File: src/rtl/fastmul_pipe.sv
// fastmul_pipe -- pipelined WIDTH x WIDTH multiplier with valid/ready handshake.
//
// Returns the exact 2*WIDTH-bit product of each accepted operand pair STAGES
// register stages after acceptance, one result per cycle when the consumer is
// ready. Each operation carries its own signed/unsigned mode and a sideband tag.
//
// Parameters:
//   WIDTH  operand width, 8..32, multiple of 4 (default 16)
//   STAGES pipeline register stages from input to output, 1..4 (default 3)
//   TAG_W  sideband tag width (default 4)
//
// Ports:
//   wb_clk_i   clock, all state updates on the rising edge
//   wb_rst_i   asynchronous active-high reset, discards everything in flight
//   in_valid   operand pair present
//   in_ready   pipeline advances this cycle (depends on out_valid/out_ready only)
//   in_a/in_b  multiplicand / multiplier
//   in_signed  1 = two's-complement operands, 0 = unsigned
//   in_tag     sideband tag, returned unmodified with the result
//   in_acc     (FASTMUL_ACC_EN only) add the running accumulator to this result
//   out_valid  result present
//   out_ready  consumer takes the result this cycle
//   out_y      product (or accumulated product)
//   out_tag    tag belonging to out_y
//   busy       any stage holds a valid operation
//
// Optional feature macro: FASTMUL_ACC_EN adds the in_acc port and an internal
// accumulator that is updated with out_y on every output handshake.

module fastmul_pipe #(
  parameter int WIDTH  = 16,
  parameter int STAGES = 3,
  parameter int TAG_W  = 4
) (
  input  logic               wb_clk_i,
  input  logic               wb_rst_i,
  input  logic               in_valid,
  output logic               in_ready,
  input  logic [WIDTH-1:0]   in_a,
  input  logic [WIDTH-1:0]   in_b,
  input  logic               in_signed,
  input  logic [TAG_W-1:0]   in_tag,
`ifdef FASTMUL_ACC_EN
  input  logic               in_acc,
`endif
  output logic               out_valid,
  input  logic               out_ready,
  output logic [2*WIDTH-1:0] out_y,
  output logic [TAG_W-1:0]   out_tag,
  output logic               busy
);

  localparam int H  = WIDTH / 2;
  localparam int W2 = 2 * WIDTH;

  // Four half-width unsigned sub-products plus the signed-mode correction.
  // hl = a_hi*b_lo, lh = a_lo*b_hi.
  typedef struct packed {
    logic [WIDTH-1:0] hh;
    logic [WIDTH-1:0] hl;
    logic [WIDTH-1:0] lh;
    logic [WIDTH-1:0] ll;
    logic [WIDTH-1:0] corr;
  } pp_t;

  // Carry-save pair: product = s + c (mod 2^W2).
  typedef struct packed {
    logic [W2-1:0] s;
    logic [W2-1:0] c;
  } cs_t;

  logic          adv;
  logic          prev_v;
  logic [TAG_W-1:0] prev_tag;
  logic          feed_busy;
  logic [W2-1:0] prod_c;
  logic [W2-1:0] result_c;
  pp_t           pp_c;

  // Global advance: everything shifts when the output slot is free or is
  // being drained this cycle, otherwise the whole pipe holds.
  assign adv      = ~out_valid | out_ready;
  assign in_ready = adv;
  assign busy     = out_valid | feed_busy;

  // Reduces the four shifted sub-products and the negated correction to a
  // carry-save pair with two 3:2 levels. The "+1" of the two's-complement
  // negation of the correction rides in the free bit 0 of the first carry
  // vector, so no extra adder is needed.
  function automatic cs_t compress(input pp_t pp);
    logic [W2-1:0] x0, x1, x2, x3, s1, m1, c1, s2, m2;
    cs_t r;
    x0 = {pp.hh, pp.ll};
    x1 = {{WIDTH{1'b0}}, pp.lh} << H;
    x2 = {{WIDTH{1'b0}}, pp.hl} << H;
    x3 = ~{pp.corr, {WIDTH{1'b0}}};
    s1 = x0 ^ x1 ^ x2;
    m1 = (x0 & x1) | (x0 & x2) | (x1 & x2);
    c1 = (m1 << 1) | {{(W2-1){1'b0}}, 1'b1};
    s2 = s1 ^ c1 ^ x3;
    m2 = (s1 & c1) | (s1 & x3) | (c1 & x3);
    r.s = s2;
    r.c = m2 << 1;
    return r;
  endfunction

  // Final carry-propagate add of a carry-save pair.
  function automatic logic [W2-1:0] cpa(input cs_t x);
    return x.s + x.c;
  endfunction

  // Sub-product generation. For signed operands the bit patterns are
  // multiplied as unsigned, then a_sign*B*2^W and b_sign*A*2^W are removed
  // (Baugh-Wooley style). The a_sign*b_sign*2^(2W) term vanishes modulo
  // 2^(2W), and only the low WIDTH bits of the correction survive the
  // shift by WIDTH, so the correction is kept WIDTH bits wide.
  always_comb begin
    pp_c      = '0;
    pp_c.ll   = {{H{1'b0}}, in_a[H-1:0]}     * {{H{1'b0}}, in_b[H-1:0]};
    pp_c.lh   = {{H{1'b0}}, in_a[H-1:0]}     * {{H{1'b0}}, in_b[WIDTH-1:H]};
    pp_c.hl   = {{H{1'b0}}, in_a[WIDTH-1:H]} * {{H{1'b0}}, in_b[H-1:0]};
    pp_c.hh   = {{H{1'b0}}, in_a[WIDTH-1:H]} * {{H{1'b0}}, in_b[WIDTH-1:H]};
    pp_c.corr = ((in_signed & in_a[WIDTH-1]) ? in_b : '0)
              + ((in_signed & in_b[WIDTH-1]) ? in_a : '0);
  end

  // Datapath cut placement. The last stage is always the output register
  // below; earlier stages hold the sub-products, then the carry-save pair,
  // and a fourth stage is a plain retiming copy of the carry-save pair.
  generate
    if (STAGES == 1) begin : g_cut1
      assign prod_c = cpa(compress(pp_c));
    end else if (STAGES == 2) begin : g_cut2
      pp_t pp_q;

      // Sub-product register; the compressor and final add follow it.
      always_ff @(posedge wb_clk_i or posedge wb_rst_i) begin
        if (wb_rst_i) begin
          pp_q <= '0;
        end else if (adv) begin
          pp_q <= pp_c;
        end
      end

      assign prod_c = cpa(compress(pp_q));
    end else begin : g_cut3
      pp_t pp_q;
      cs_t cs_q;

      // Sub-product register followed by the carry-save register.
      always_ff @(posedge wb_clk_i or posedge wb_rst_i) begin
        if (wb_rst_i) begin
          pp_q <= '0;
          cs_q <= '0;
        end else if (adv) begin
          pp_q <= pp_c;
          cs_q <= compress(pp_q);
        end
      end

      if (STAGES >= 4) begin : g_retime
        cs_t cs_r;

        // Extra stage with no logic of its own, available for retiming.
        always_ff @(posedge wb_clk_i or posedge wb_rst_i) begin
          if (wb_rst_i) begin
            cs_r <= '0;
          end else if (adv) begin
            cs_r <= cs_q;
          end
        end

        assign prod_c = cpa(cs_r);
      end else begin : g_direct
        assign prod_c = cpa(cs_q);
      end
    end
  endgenerate

`ifdef FASTMUL_ACC_EN
  logic          prev_acc;
  logic [W2-1:0] acc_q;
  logic [W2-1:0] acc_fwd;

  // When the output register reloads on the same edge as a handshake, the
  // result being popped is the accumulator value the next result must see.
  assign acc_fwd  = (out_valid & out_ready) ? out_y : acc_q;
  assign result_c = prev_acc ? (acc_fwd + prod_c) : prod_c;

  // Accumulator follows out_y on each handshake only, so a stalled result
  // is folded in exactly once.
  always_ff @(posedge wb_clk_i or posedge wb_rst_i) begin
    if (wb_rst_i) begin
      acc_q <= '0;
    end else if (out_valid & out_ready) begin
      acc_q <= out_y;
    end
  end
`else
  assign result_c = prod_c;
`endif

  // Control sideband (valid, tag, accumulate flag) for the stages ahead of
  // the output register. With a single stage the inputs feed it directly.
  generate
    if (STAGES == 1) begin : g_nofeed
      assign prev_v    = in_valid;
      assign prev_tag  = in_tag;
      assign feed_busy = 1'b0;
`ifdef FASTMUL_ACC_EN
      assign prev_acc  = in_acc;
`endif
    end else begin : g_feed
      logic [STAGES-2:0] fv_q;
      logic [TAG_W-1:0]  ftag_q [STAGES-1];
`ifdef FASTMUL_ACC_EN
      logic [STAGES-2:0] facc_q;
`endif

      // Stage-1 valid loads in_valid on every advance, so bubbles travel
      // through the pipe exactly like operations do.
      always_ff @(posedge wb_clk_i or posedge wb_rst_i) begin
        if (wb_rst_i) begin
          fv_q <= '0;
          for (int i = 0; i < STAGES - 1; i++) begin
            ftag_q[i] <= '0;
          end
`ifdef FASTMUL_ACC_EN
          facc_q <= '0;
`endif
        end else if (adv) begin
          fv_q[0]   <= in_valid;
          ftag_q[0] <= in_tag;
`ifdef FASTMUL_ACC_EN
          facc_q[0] <= in_acc;
`endif
          for (int i = 1; i < STAGES - 1; i++) begin
            fv_q[i]   <= fv_q[i-1];
            ftag_q[i] <= ftag_q[i-1];
`ifdef FASTMUL_ACC_EN
            facc_q[i] <= facc_q[i-1];
`endif
          end
        end
      end

      assign prev_v    = fv_q[STAGES-2];
      assign prev_tag  = ftag_q[STAGES-2];
      assign feed_busy = |fv_q;
`ifdef FASTMUL_ACC_EN
      assign prev_acc  = facc_q[STAGES-2];
`endif
    end
  endgenerate

  // Output register. Data and tag only reload with a valid operation, so
  // they stay put through bubbles as well as through stalls.
  always_ff @(posedge wb_clk_i or posedge wb_rst_i) begin
    if (wb_rst_i) begin
      out_valid <= 1'b0;
      out_y     <= '0;
      out_tag   <= '0;
    end else if (adv) begin
      out_valid <= prev_v;
      if (prev_v) begin
        out_y   <= result_c;
        out_tag <= prev_tag;
      end
    end
  end

endmodule

File: config.mk
export PLATFORM = sky130hd
export DESIGN_NAME = fastmul_pipe
export DESIGN_NICKNAME = d
export VERILOG_FILES = /design/src/rtl/fastmul_pipe.sv
export SDC_FILE = /design/constraint.sdc
export NUM_CORES = 1
export LEC_CHECK = 0
export ABC_AREA = 1
export ABC_CLOCK_PERIOD_IN_PS = 9800
export BUFFER_PORTS_ARGS = -buffer_cell sky130_fd_sc_hd__buf_2
export CAP_MARGIN = 20
export CORE_ASPECT_RATIO = 1.25
export CORE_UTILIZATION = 60
export DETAILED_ROUTE_END_ITERATION = 16
export PLACE_DENSITY = 0.85
export SLEW_MARGIN = 20
export SYNTH_ARGS = -nofsm -noshare
export SYNTH_HDL_FRONTEND = slang
export SYNTH_SLANG_ARGS = --single-unit
File: constraint.sdc
create_clock -name wb_clk_i -period 9.8 [get_ports wb_clk_i]
set_input_delay 0.49 -clock wb_clk_i [delete_from_list [all_inputs] [get_ports wb_clk_i]]
set_output_delay 0.49 -clock wb_clk_i [all_outputs]
set_load 0.02 [all_outputs]
* After elaboration in Yosys (flattened, before gate mapping)
Cells that the tools add are included.
Storage, ports and cells: output and inout port bits 39, logic and storage cells 43, register bits 190, input port bits 41
Cells by class: multiplexer cells 2, reduce and logical (&&, ||, !) cells 2, $mul 4, bitwise operators 20, add/sub/neg operators 2
Operator list (count):
- $and 31x31->31 | 3
- $or 31x31->31 | 3
- $mul 8x8->16 | 4
- $xor 32x24->32 | 2
- $xor 32x32->32 | 2
- $and 31x24->31 | 2
- $add 32x32->32 | 1
- $mux 16 | 2
- $not 32->32 | 1
- $or 31x24->31 | 1
- $and 24x24->24 | 1
- $add 16x16->16 | 1
- $and 1x1->1 | 2
- $or 1x1->1 | 2
- $reduce_and 2->1 | 1
- $reduce_or 2->1 | 1
- $not 1->1 | 1

* Longest topological paths before layout
Gate-level depths: netlist of run 1.
depth in word-level cells 6, mapped depth 22, gate-level depth less buffers 20

* Least setup slack after synthesis of run 1
OpenSTA, ideal clock, no wires.
path type input to register, from input port in_b[10], to register g_cut3.pp_q[72] (netlist bit), stages on the path 16, arrival 4.142 ns, slack 5.523 ns, library setup time 0.135 ns, required time 9.665 ns, buffers on the path 2, cells stage by stage clkbuf_1 > clkbuf_1 > nand2_1 > fa_1 > fa_1 > inv_1 > fa_1 > inv_1 > fa_1 > inv_1 > ha_1 > a21oi_1 > o21ai_0 > a21oi_1 > xor2_1 > o21ai_0
Between the ends: word-level cells in the longest chain between the ends 1
RTL lines:
- start, declared | RTL line 40 | input logic [WIDTH-1:0] in_b,
- $mul 8x8->16 | RTL line 122 | pp_c.hh = {{H{1'b0}}, in_a[WIDTH-1:H]} * {{H{1'b0}}, in_b[WIDTH-1:H]};
- end signal, assigned | RTL line 156 | pp_q <= pp_c;
- end, declared | RTL line 147 | pp_t pp_q;
No other way between the ends. A chain may end at the register's enable or synchronous reset.

* Final worst setup path of run 1
from input port in_b[13], to register g_cut3.pp_q[40] (netlist bit)
Between the ends: word-level cells in the longest chain between the ends 1
RTL lines:
- $mul 8x8->16 | RTL line 120 | pp_c.lh = {{H{1'b0}}, in_a[H-1:0]} * {{H{1'b0}}, in_b[WIDTH-1:H]};
No other way between the ends.

==> metrics.yaml, run 1 <==
status: "finished, final reports clean"
skew_ps: 10.6
final_cell_mix: "nand2_1 (867), inv_1 (631), ha_1 (202), dfrtp_1 (190), fa_1 (171)"
drt_iter0_drc: 970
clk_pin_slew_ps: 80
first_pass_iters: 5
postRouteAntennaNets: 0
die_h_um: 206
cts_sinks: 190
yosys_register_bits: 190
initial_utilization_pct: 60.9
cts-root-buf: "clkbuf_16"
ys_async_sr_fraction_pct: 100
fin_nets: 3192
dpl.hpwl_mm: 37.0
rr_worst_depth: 8
fin_crit_sh_pct: 40.4
netlist_area_um2: 19900
grt_pass1_wl_mm: 79.7
hold_path_class: "in -> async"
clock_latency_ps: 450
clock_path_buffers: 2
gr-total-overflow: 0
coreArea_um2: 32700
worst_setup_path_start_kind: "input pin"
routabilityCongestion: 0.930
ys_top_cells_by_area: "dfrtp_1 (24%), fa_1 (17%), nand2_1 (16%), ha_1 (13%), inv_1 (12%)"
synth_cell_types: 37
worst-setup-path-type: "in -> reg"
tightest_slew_ps: 967
slew_headroom_pct: 35.1
rows: 74
port_buffers: 79
hold_buffers: 0
powerDensity_nw_per_um2: 272
drive_above_1_share_pct: 5.41
synth_top_cell_by_area: "dfrtp_1"
synth_ff_type: "dfrtp_1"
yosysTopAreaCellShare_pct: 23.9
placed_cell_area_um2: 20500
grt_pass1_vias: 16700
n_fill_cell: 2903
cts_htree_levels: 4
ios: 80
max_freq_mhz: 252
die_x_um: 165
wirelength_mm: 47.2
grt_max_degree: 106
worstPathRequired_ps: 10100
vdd_drop_max_mv: 0.205
grt_setup_unrepaired: "no"
crit_path_end_kind: "register"
die-area_um2: 33900
avgViaCountPerCell: 5.22
vias: 16800
wl_per_cell_um: 14.7
cts-buffers-inserted: 17
cts.repair.resized: 0
cts_tree: "built"
yosys_warnings: 0
hold_viol_final: 0
postCtsSetupBuffers: 0
drv_cap: 0
min_period_ps: 3960
grt_antenna_before_repair: 0
antenna_cells: 0
synth_edf_count: 0
synth_nets: 3195
grt_use_total_pct: 29.7
final_common_cell: "nand2_1"
p_leak_uw: 0.0129
areaGrowthSynthToFinish_pct: 5.73
drc: 0
critPathMaxFanout: 17
avgSynthCellArea_um2: 7.16
yosysSeqAreaShare_pct: 23.9
cp_data_arrival_time_ps: 4270
setup_viol: 0
fin_area_um2: 21100
slew_violations: 0
fin_tns_setup_ps: 0
synth_cells: 2781
## synthesized netlist by cell type (all sizes together), types with 5 or more instances
library cell	number
nand2	873
inv	644
ha	202
dfrtp	190
fa	171
nor2	144
o21ai	144
nand3	106
clkbuf	85
a21oi	83
nand4	25
buf	21
xor2	16
a31oi	14
nor3	12
xnor2	8
o31ai	7
or2	7
a21o	6
and2	6
o21bai	5
## registers in the layout (all words and copies together), names as in the netlist
| signal | cells |
|---|---|
| g_cut3.pp_q | 80 |
| g_cut3.cs_q | 63 |
| out_y | 32 |
| g_feed.ftag_q | 4 |
| out_tag | 4 |
| prev_tag | 4 |
| g_feed.fv_q | 2 |
| out_valid | 1 |
## where the power goes
part           switching [uW]  leakage [uW]  internal [uW]
Clock                     347      0.000287            343
Combinational            2360        0.0103           1310
Sequential                219       0.00230           1140
Total                    2930        0.0129           2790
## worst max-delay path, cell delays in order
cell and delay, ps:
buf_2 380, nand2_1 150, fa_1 570, fa_1 430, fa_1 460, fa_1 500
inv_1 50, ha_1 330, a21oi_1 190, o21ai_0 140, a21oi_1 210, xor2_1 270
o21ai_0 110
## layout make-up
type	count	area (um2)	area share, %
Clock inverter	15	169	0.802
Tap cell	418	523	2.48
Multi-Input combinational cell	1840	12300	58.5
Timing Repair Buffer	84	437	2.07
Clock buffer	17	425	2.02
Sequential cell	190	4750	22.6
Inverter	645	2430	11.5
## layer usage
metal	wire (um)	share of wire (%)	up-vias	global-route usage [%]
met5	0	0	-	0
met4	1320	2.8	0	10.1
met3	2300	4.9	79	3.77
met2	22500	48	464	49.7
met1	21100	45	7866	39.6
li1	-	-	8348	-
## per-stage QoR
step / utilization, % / power, uW / worst slack [ps] / cells / hold WS, ps
final: 64.4 / 5720 / 5840 / 3209 / 163
after global routing: 64.4 / 6390 / 5610 / 3209 / 227
after CTS: 64.4 / 5750 / 5900 / 3209 / 180
after detailed placement: 62.6 / 5010 / 5420 / 3177 / 454
after global placement: 62.6 / 4930 / 5410 / 3177 / 450
after floorplan: - / 4070 / 4140 / 2781 / 447
## worst paths after layout
path | startpoint | endpoint | slack (ps)
worst min-delay path | wb_rst_i | g_cut3.pp_q[18] | 160
worst max register to register | out_valid | out_y[12] | 6960
worst min register to register | out_tag[0] | out_tag[0] | 470
worst max-delay path | in_b[13] | g_cut3.pp_q[40] | 5840
min in group wb_clk_i | in_tag[2] | g_feed.ftag_q[6] | 240
max in group asynchronous | wb_rst_i | g_cut3.pp_q[77] | 8420
## cells by family after synthesis
logic type / after synthesis / synth area share (%)
compound gates: 266 / 7.13
simple gates: 1177 / 23.8
fa+ha+maj: 373 / 29.9
buf+inv: 751 / 14.3
xor+xnor: 24 / 1.06
flops: 190 / 23.9
No activity file was read; power rests on OpenSTA's default activity.
==> run 2: changes to the inputs <==
--- a/config.mk
+++ b/config.mk
@@ -6,7 +6,7 @@
 export NUM_CORES = 1
 export LEC_CHECK = 0
 export ABC_AREA = 1
-export ABC_CLOCK_PERIOD_IN_PS = 9800
+export ABC_CLOCK_PERIOD_IN_PS = 3900
 export BUFFER_PORTS_ARGS = -buffer_cell sky130_fd_sc_hd__buf_2
 export CAP_MARGIN = 20
 export CORE_ASPECT_RATIO = 1.25
==> constraint.sdc (replaced) <==
create_clock -name wb_clk_i -period 3.9 [get_ports wb_clk_i]
set_input_delay 0.195 -clock wb_clk_i [delete_from_list [all_inputs] [get_ports wb_clk_i]]
set_output_delay 0.195 -clock wb_clk_i [all_outputs]
set_load 0.02 [all_outputs]
==> metrics.yaml, run 2 (same netlist as run 1, synthesis figures left out) <==
fin_hold_ws_ps: 319
fin_crit_sh_pct: 91.9
clk_pin_slew_ps: 80
grt_pass1_vias: 17200
grt_setup_unrepaired: "no"
total_power_uw: 14800
critPathMaxFanout: 12
max_freq_mhz: 279
die_x_um: 165
min_delay_path_depth: 4
n_fill_cell: 2838
hold_path_class: "in -> reg"
grt_pass1_wl_mm: 82.4
slew_violations: 0
crit_chain: "buf_2, nand2_1, inv_1, fa_1, inv_1, fa_1, fa_1, fa_1, inv_1, ha_1, a21oi_1, o21ai_0, a21oi_1, xor2_1, o21ai_0"
initial_utilization_pct: 60.9
fin_nets: 3278
gr-total-overflow: 0
drive_above_1_share_pct: 8.03
reg_top3: "g_cut3.pp_q: 80 flops, g_cut3.cs_q: 63 flops, out_y: 32 flops"
crit_path_end_kind: "register"
final_cell_mix: "nand2_1 (867), inv_1 (631), ha_1 (202), dfrtp_1 (190), fa_1 (171)"
tightest_slew_ps: 966
worst-path-buf-inv: 4
grt_use_total_pct: 30.7
crit_path_max_incr_delay_ps: 560
wl_per_cell_um: 14.6
path_depth: 15
grt_max_degree: 186
critPathTopFamily: "adder cells"
first_pass_iters: 6
hold_buffers: 6
postRouteAntennaNets: 0
drc: 0
p_leak_uw: 0.0134
avgViaCountPerCell: 5.17
worst_setup_path_start_kind: "input pin"
seqPwrFrac_pct: 23.1
antenna_cells: 0
wirelength_mm: 48.2
min_period_ps: 3580
worstPathRequired_ps: 4200
p_comb_share_pct: 64.9
dp_slack_ps: -148
gr-usage-met3_pct: 3.00
cts_htree_levels: 4
rows: 74
final_common_cell: "nand2_1"
dpl.hpwl_mm: 39.1
coreArea_um2: 32700
largest_reg_flops: 80
cell_internal_pwr_uw: 7380
largest-register: "g_cut3.pp_q"
die-area_um2: 33900
cts-root-buf: "clkbuf_16"
cts_tree: "built"
rr_worst_depth: 7
cpMaxStageDelayCell: "fa_1"
clock_path_buffers: 2
vdd_drop_max_mv: 0.586
cts_sinks: 190
drt_iter0_drc: 1103
clock_latency_ps: 450
vias: 17000
cts.repair.resized: 0
power_switching_uw: 7430
p_sw_share_pct: 50.1
port_buffers: 79
skew_ps: 20.3
areaGrowthSynthToFinish_pct: 9.24
fin_area_um2: 21800
postCtsSetupBuffers: 0
setup_viol: 0
dp_cells: 3257
met2_usage_pct: 52.9
die_h_um: 206
worst-setup-path-type: "in -> reg"
grt_use_met1_pct: 39.7
status: "finished, final reports clean"
finalWorstSetupSlack_ps: 317
top_usage_layer: "met2"
placed_cell_area_um2: 21100
cts-buffers-inserted: 17
p_clk_share_pct: 12.0
routabilityCongestion: 0.910
grt_antenna_before_repair: 0
ios: 80
hold_viol_final: 0
drv_cap: 0
slew_headroom_pct: 35.2
powerDensity_nw_per_um2: 681
cp_data_arrival_time_ps: 3880
final_cells: 3295
cpMostUsedCell: "fa_1"
-- run 2: cell count changes in the layout (fill, tap and decap cells not counted), moves of 2 or more --
cell / before / now
dlygate4sd3_1: 0 / 6
buf_4: 4 / 82
clkinv_8: 4 / 1
inv_8: 3 / 5
buf_12: 0 / 3
-- run 2: final timing paths --
check,startpoint,endpoint,slack (ps)
max,in_a[4],g_cut3.pp_q[40],320
min,in_a[8],g_cut3.pp_q[64],320
max reg2reg,out_valid,out_y[12],1500
min reg2reg,out_tag[1],out_tag[1],470
max in group asynchronous,wb_rst_i,g_cut3.pp_q[15],2410
min in group asynchronous,wb_rst_i,prev_tag[3],400
-- run 2: routing by layer --
layer	wire [um]	up-vias	share of wire, %
li1	-	8490	-
met1	21000	7933	44
met2	23400	505	49
met3	2200	94	4.6
met4	1590	0	3.3
met5	0	-	0
-- run 2: stage by stage --
stage                     TNS, ps  utilization, %
after floorplan                 0               -
after global placement       -121            64.5
after detailed placement     -692            64.5
after CTS                       0            66.6
after global routing            0            66.6
final                           0            66.6
-- run 2: power groups by stage --
stage	Clock (uW)	Combinational [uW]	Sequential (uW)
final	1780	9620	3420
after global routing	1900	11100	3530
after CTS	1810	9620	3430
after detailed placement	0	9510	3460
after global placement	0	9250	3420
after floorplan	0	6710	3520
-- run 2: worst reg2reg max path, cell delays in order (launching register included) --
cell      delay, ps
dfrtp_1         390
inv_2            80
nor2_4           50
nor2_2           60
buf_4           350
clkinv_1        880
nand2_1         260
a21bo_1         220
-- run 2: final cells by class --
class / count / area (um2) / share of cell area (%)
multi-input combinational: 1840 / 12300 / 56.6
sequential: 190 / 4750 / 21.9
inverter: 645 / 2430 / 11.2
timing repair buffer: 170 / 1130 / 5.20
tap: 418 / 523 / 2.40
clock buffer: 18 / 439 / 2.02
clock inverter: 14 / 164 / 0.753
==> run 3: changes to the inputs <==
--- a/config.mk
+++ b/config.mk
@@ -6,13 +6,13 @@
 export NUM_CORES = 1
 export LEC_CHECK = 0
 export ABC_AREA = 1
-export ABC_CLOCK_PERIOD_IN_PS = 3900
+export ABC_CLOCK_PERIOD_IN_PS = 3100
 export BUFFER_PORTS_ARGS = -buffer_cell sky130_fd_sc_hd__buf_2
 export CAP_MARGIN = 20
 export CORE_ASPECT_RATIO = 1.25
-export CORE_UTILIZATION = 60
+export CORE_UTILIZATION = 58
 export DETAILED_ROUTE_END_ITERATION = 16
-export PLACE_DENSITY = 0.85
+export PLACE_DENSITY = 0.86
 export SLEW_MARGIN = 20
 export SYNTH_ARGS = -nofsm -noshare
 export SYNTH_HDL_FRONTEND = slang
==> constraint.sdc (replaced) <==
create_clock -name wb_clk_i -period 3.1 [get_ports wb_clk_i]
set_input_delay 0.155 -clock wb_clk_i [delete_from_list [all_inputs] [get_ports wb_clk_i]]
set_output_delay 0.155 -clock wb_clk_i [all_outputs]
set_load 0.02 [all_outputs]
==> metrics.yaml, run 3 (same netlist as run 1, synthesis figures left out) <==
vdd_drop_max_mv: 0.436
rows: 75
clock_path_buffers: 2
seqPwrFrac_pct: 19.7
dp_slack_ps: -770
p_sw_share_pct: 50.3
drc: 0
drv_cap: 0
grt_setup_unrepaired: "yes"
grt_antenna_before_repair: 0
power_switching_uw: 11000
slew_violations: 0
finalWorstSetupSlack_ps: -150
status: "complete, but fails checks"
worstPathRequired_ps: 3430
final_cells: 3423
fin_hold_ws_ps: -52.3
port_buffers: 79
coreArea_um2: 33700
powerDensity_nw_per_um2: 896
antenna_cells: 0
p_leak_uw: 0.0142
skew_ps: 13.4
grt_pass1_vias: 18500
min_period_ps: 3250
cts_sinks: 190
grt_pass1_wl_mm: 88.2
final_cell_mix: "nand2_1 (803), inv_1 (578), dfrtp_1 (190), buf_4 (179), ha_1 (176)"
hold_path_class: "in -> async"
slew_headroom_pct: 29.4
first_pass_iters: 5
cpMostUsedCell: "fa_1"
largest_reg_flops: 80
clock_latency_ps: 450
setup_viol: 30
max_freq_mhz: 308
critPathMaxFanout: 7
wl_per_cell_um: 15.7
cts-buffers-inserted: 17
tightest_slew_ps: 1060
vias: 18200
wirelength_mm: 53.6
cell_internal_pwr_uw: 10900
fin_crit_sh_pct: 105
die-area_um2: 35100
drive_above_1_share_pct: 20.5
routabilityCongestion: 0.934
cp_data_arrival_time_ps: 3580
worst-setup-path-type: "in -> reg"
reg_top3: "g_cut3.pp_q: 80 flops, g_cut3.cs_q: 63 flops, out_y: 32 flops"
crit_path_max_incr_delay_ps: 510
dpl.hpwl_mm: 40.3
p_comb_share_pct: 70.7
critPathTopFamily: "adder cells"
avgViaCountPerCell: 5.32
hold_viol_final: 49
largest-register: "g_cut3.pp_q"
grt_max_degree: 191
postRouteAntennaNets: 0
cpMaxStageDelayCell: "fa_1"
dp_cells: 3358
areaGrowthSynthToFinish_pct: 22.7
clk_pin_slew_ps: 70
drt_iter0_drc: 1283
n_fill_cell: 2533
gr-total-overflow: 0
crit_chain: "buf_8, buf_12, nand2_1, inv_2, fa_1, fa_1, fa_1, inv_1, fa_1, inv_2, ha_4, nand2_4, o21ai_2, a21o_1, a21oi_2, o21ai_2, nand2_1"
final_common_cell: "nand2_1"
cts_tree: "built"
violations: "hold timing, setup timing"
worst-path-buf-inv: 5
crit_path_end_kind: "register"
post-route-util_pct: 72.5
cts-root-buf: "clkbuf_16"
die_h_um: 209
die_x_um: 168
worst_setup_path_start_kind: "input pin"
initial_utilization_pct: 59.1
total_power_uw: 21900
cts_htree_levels: 4
p_clk_share_pct: 9.6
fin_nets: 3401
grt_use_total_pct: 31.2
ios: 80
-- run 3: cell count changes in the layout (fill, tap and decap cells not counted), sizes merged --
cell         previous run  this run
inv                   651       648
clkinv                  6         7
clkbuf                 18        20
bufinv                  1         0
clkinvlp                1         4
dlygate4sd3             6         5
buf                   164       286
-- run 3: final timing paths --
kind	from	endpoint	slack [ps]	cells after the start
worst max register to register	g_cut3.cs_q[33]	out_y[29]	870	13
worst min-delay path	wb_rst_i	out_y[2]	-50	3
worst min register to register	out_tag[0]	out_tag[0]	470	2
worst max-delay path	in_b[14]	g_cut3.pp_q[74]	-150	17
max in group asynchronous	wb_rst_i	g_cut3.cs_q[31]	2320	3
min in group wb_clk_i	in_a[8]	g_cut3.pp_q[64]	190	4
-- run 3: what timing repair did --
action                                  4_1_cts  5_1_grt
setup buffers                                12       15
hold endpoints to repair                      5        0
resized for setup                           199      155
hold buffers                                  5        0
endpoints found under the setup margin       37       40
gates cloned                                  1        2
pin swaps                                    76       75
-- run 3: worst reg2reg max path, cell delays in order (launching register included) --
cell and delay [ps]:
dfrtp_1 370, ha_1 240, inv_1 70, fa_1 400, inv_1 110, nand3_1 70, nand3_1 150, nand3_1 100
nand3_1 230, nand2_1 110, nand2_1 80, nand2_1 50, nand3_1 70, nand2_1 50
-- run 3: routing by layer --
layer / part of all wire [%] / track usage [%] / up-vias
li1: - / - / 8759
met1: 41 / 39.5 / 8620
met2: 50 / 54.4 / 655
met3: 5.2 / 2.71 / 164
met4: 4.6 / 13.8 / 0
met5: 0 / 0 / -
-- run 3: final cells by class --
cell class	instances	area [um2]	area share, %
Clock inverter	14	128	0.522
Tap cell	423	529	2.17
Clock buffer	18	429	1.76
Multi-Input combinational cell	1840	13600	55.8
Timing Repair Buffer	293	2540	10.4
Sequential cell	190	4750	19.5
Inverter	645	2430	9.94
-- run 3: through the flow --
| step | area (um2) | TNS (ps) |
|---|---|---|
| floorplan | 20800 | -12680 |
| global placement | 22300 | -22310 |
| detailed placement | 22300 | -25550 |
| CTS | 23700 | -397 |
| global route | 24400 | -5880 |
| finish | 24400 | -2140 |
-- run 3: power groups by stage --
stage / sequential (uW) / clock (uW) / combinational (uW)
3_3_place_gp: 4290 / 0 / 13100
2_1_floorplan: 4430 / 0 / 9500
6_report: 4310 / 2090 / 15500
4_1_cts: 4310 / 2120 / 14400
3_5_place_dp: 4350 / 0 / 13500
5_1_grt: 4430 / 2230 / 17200
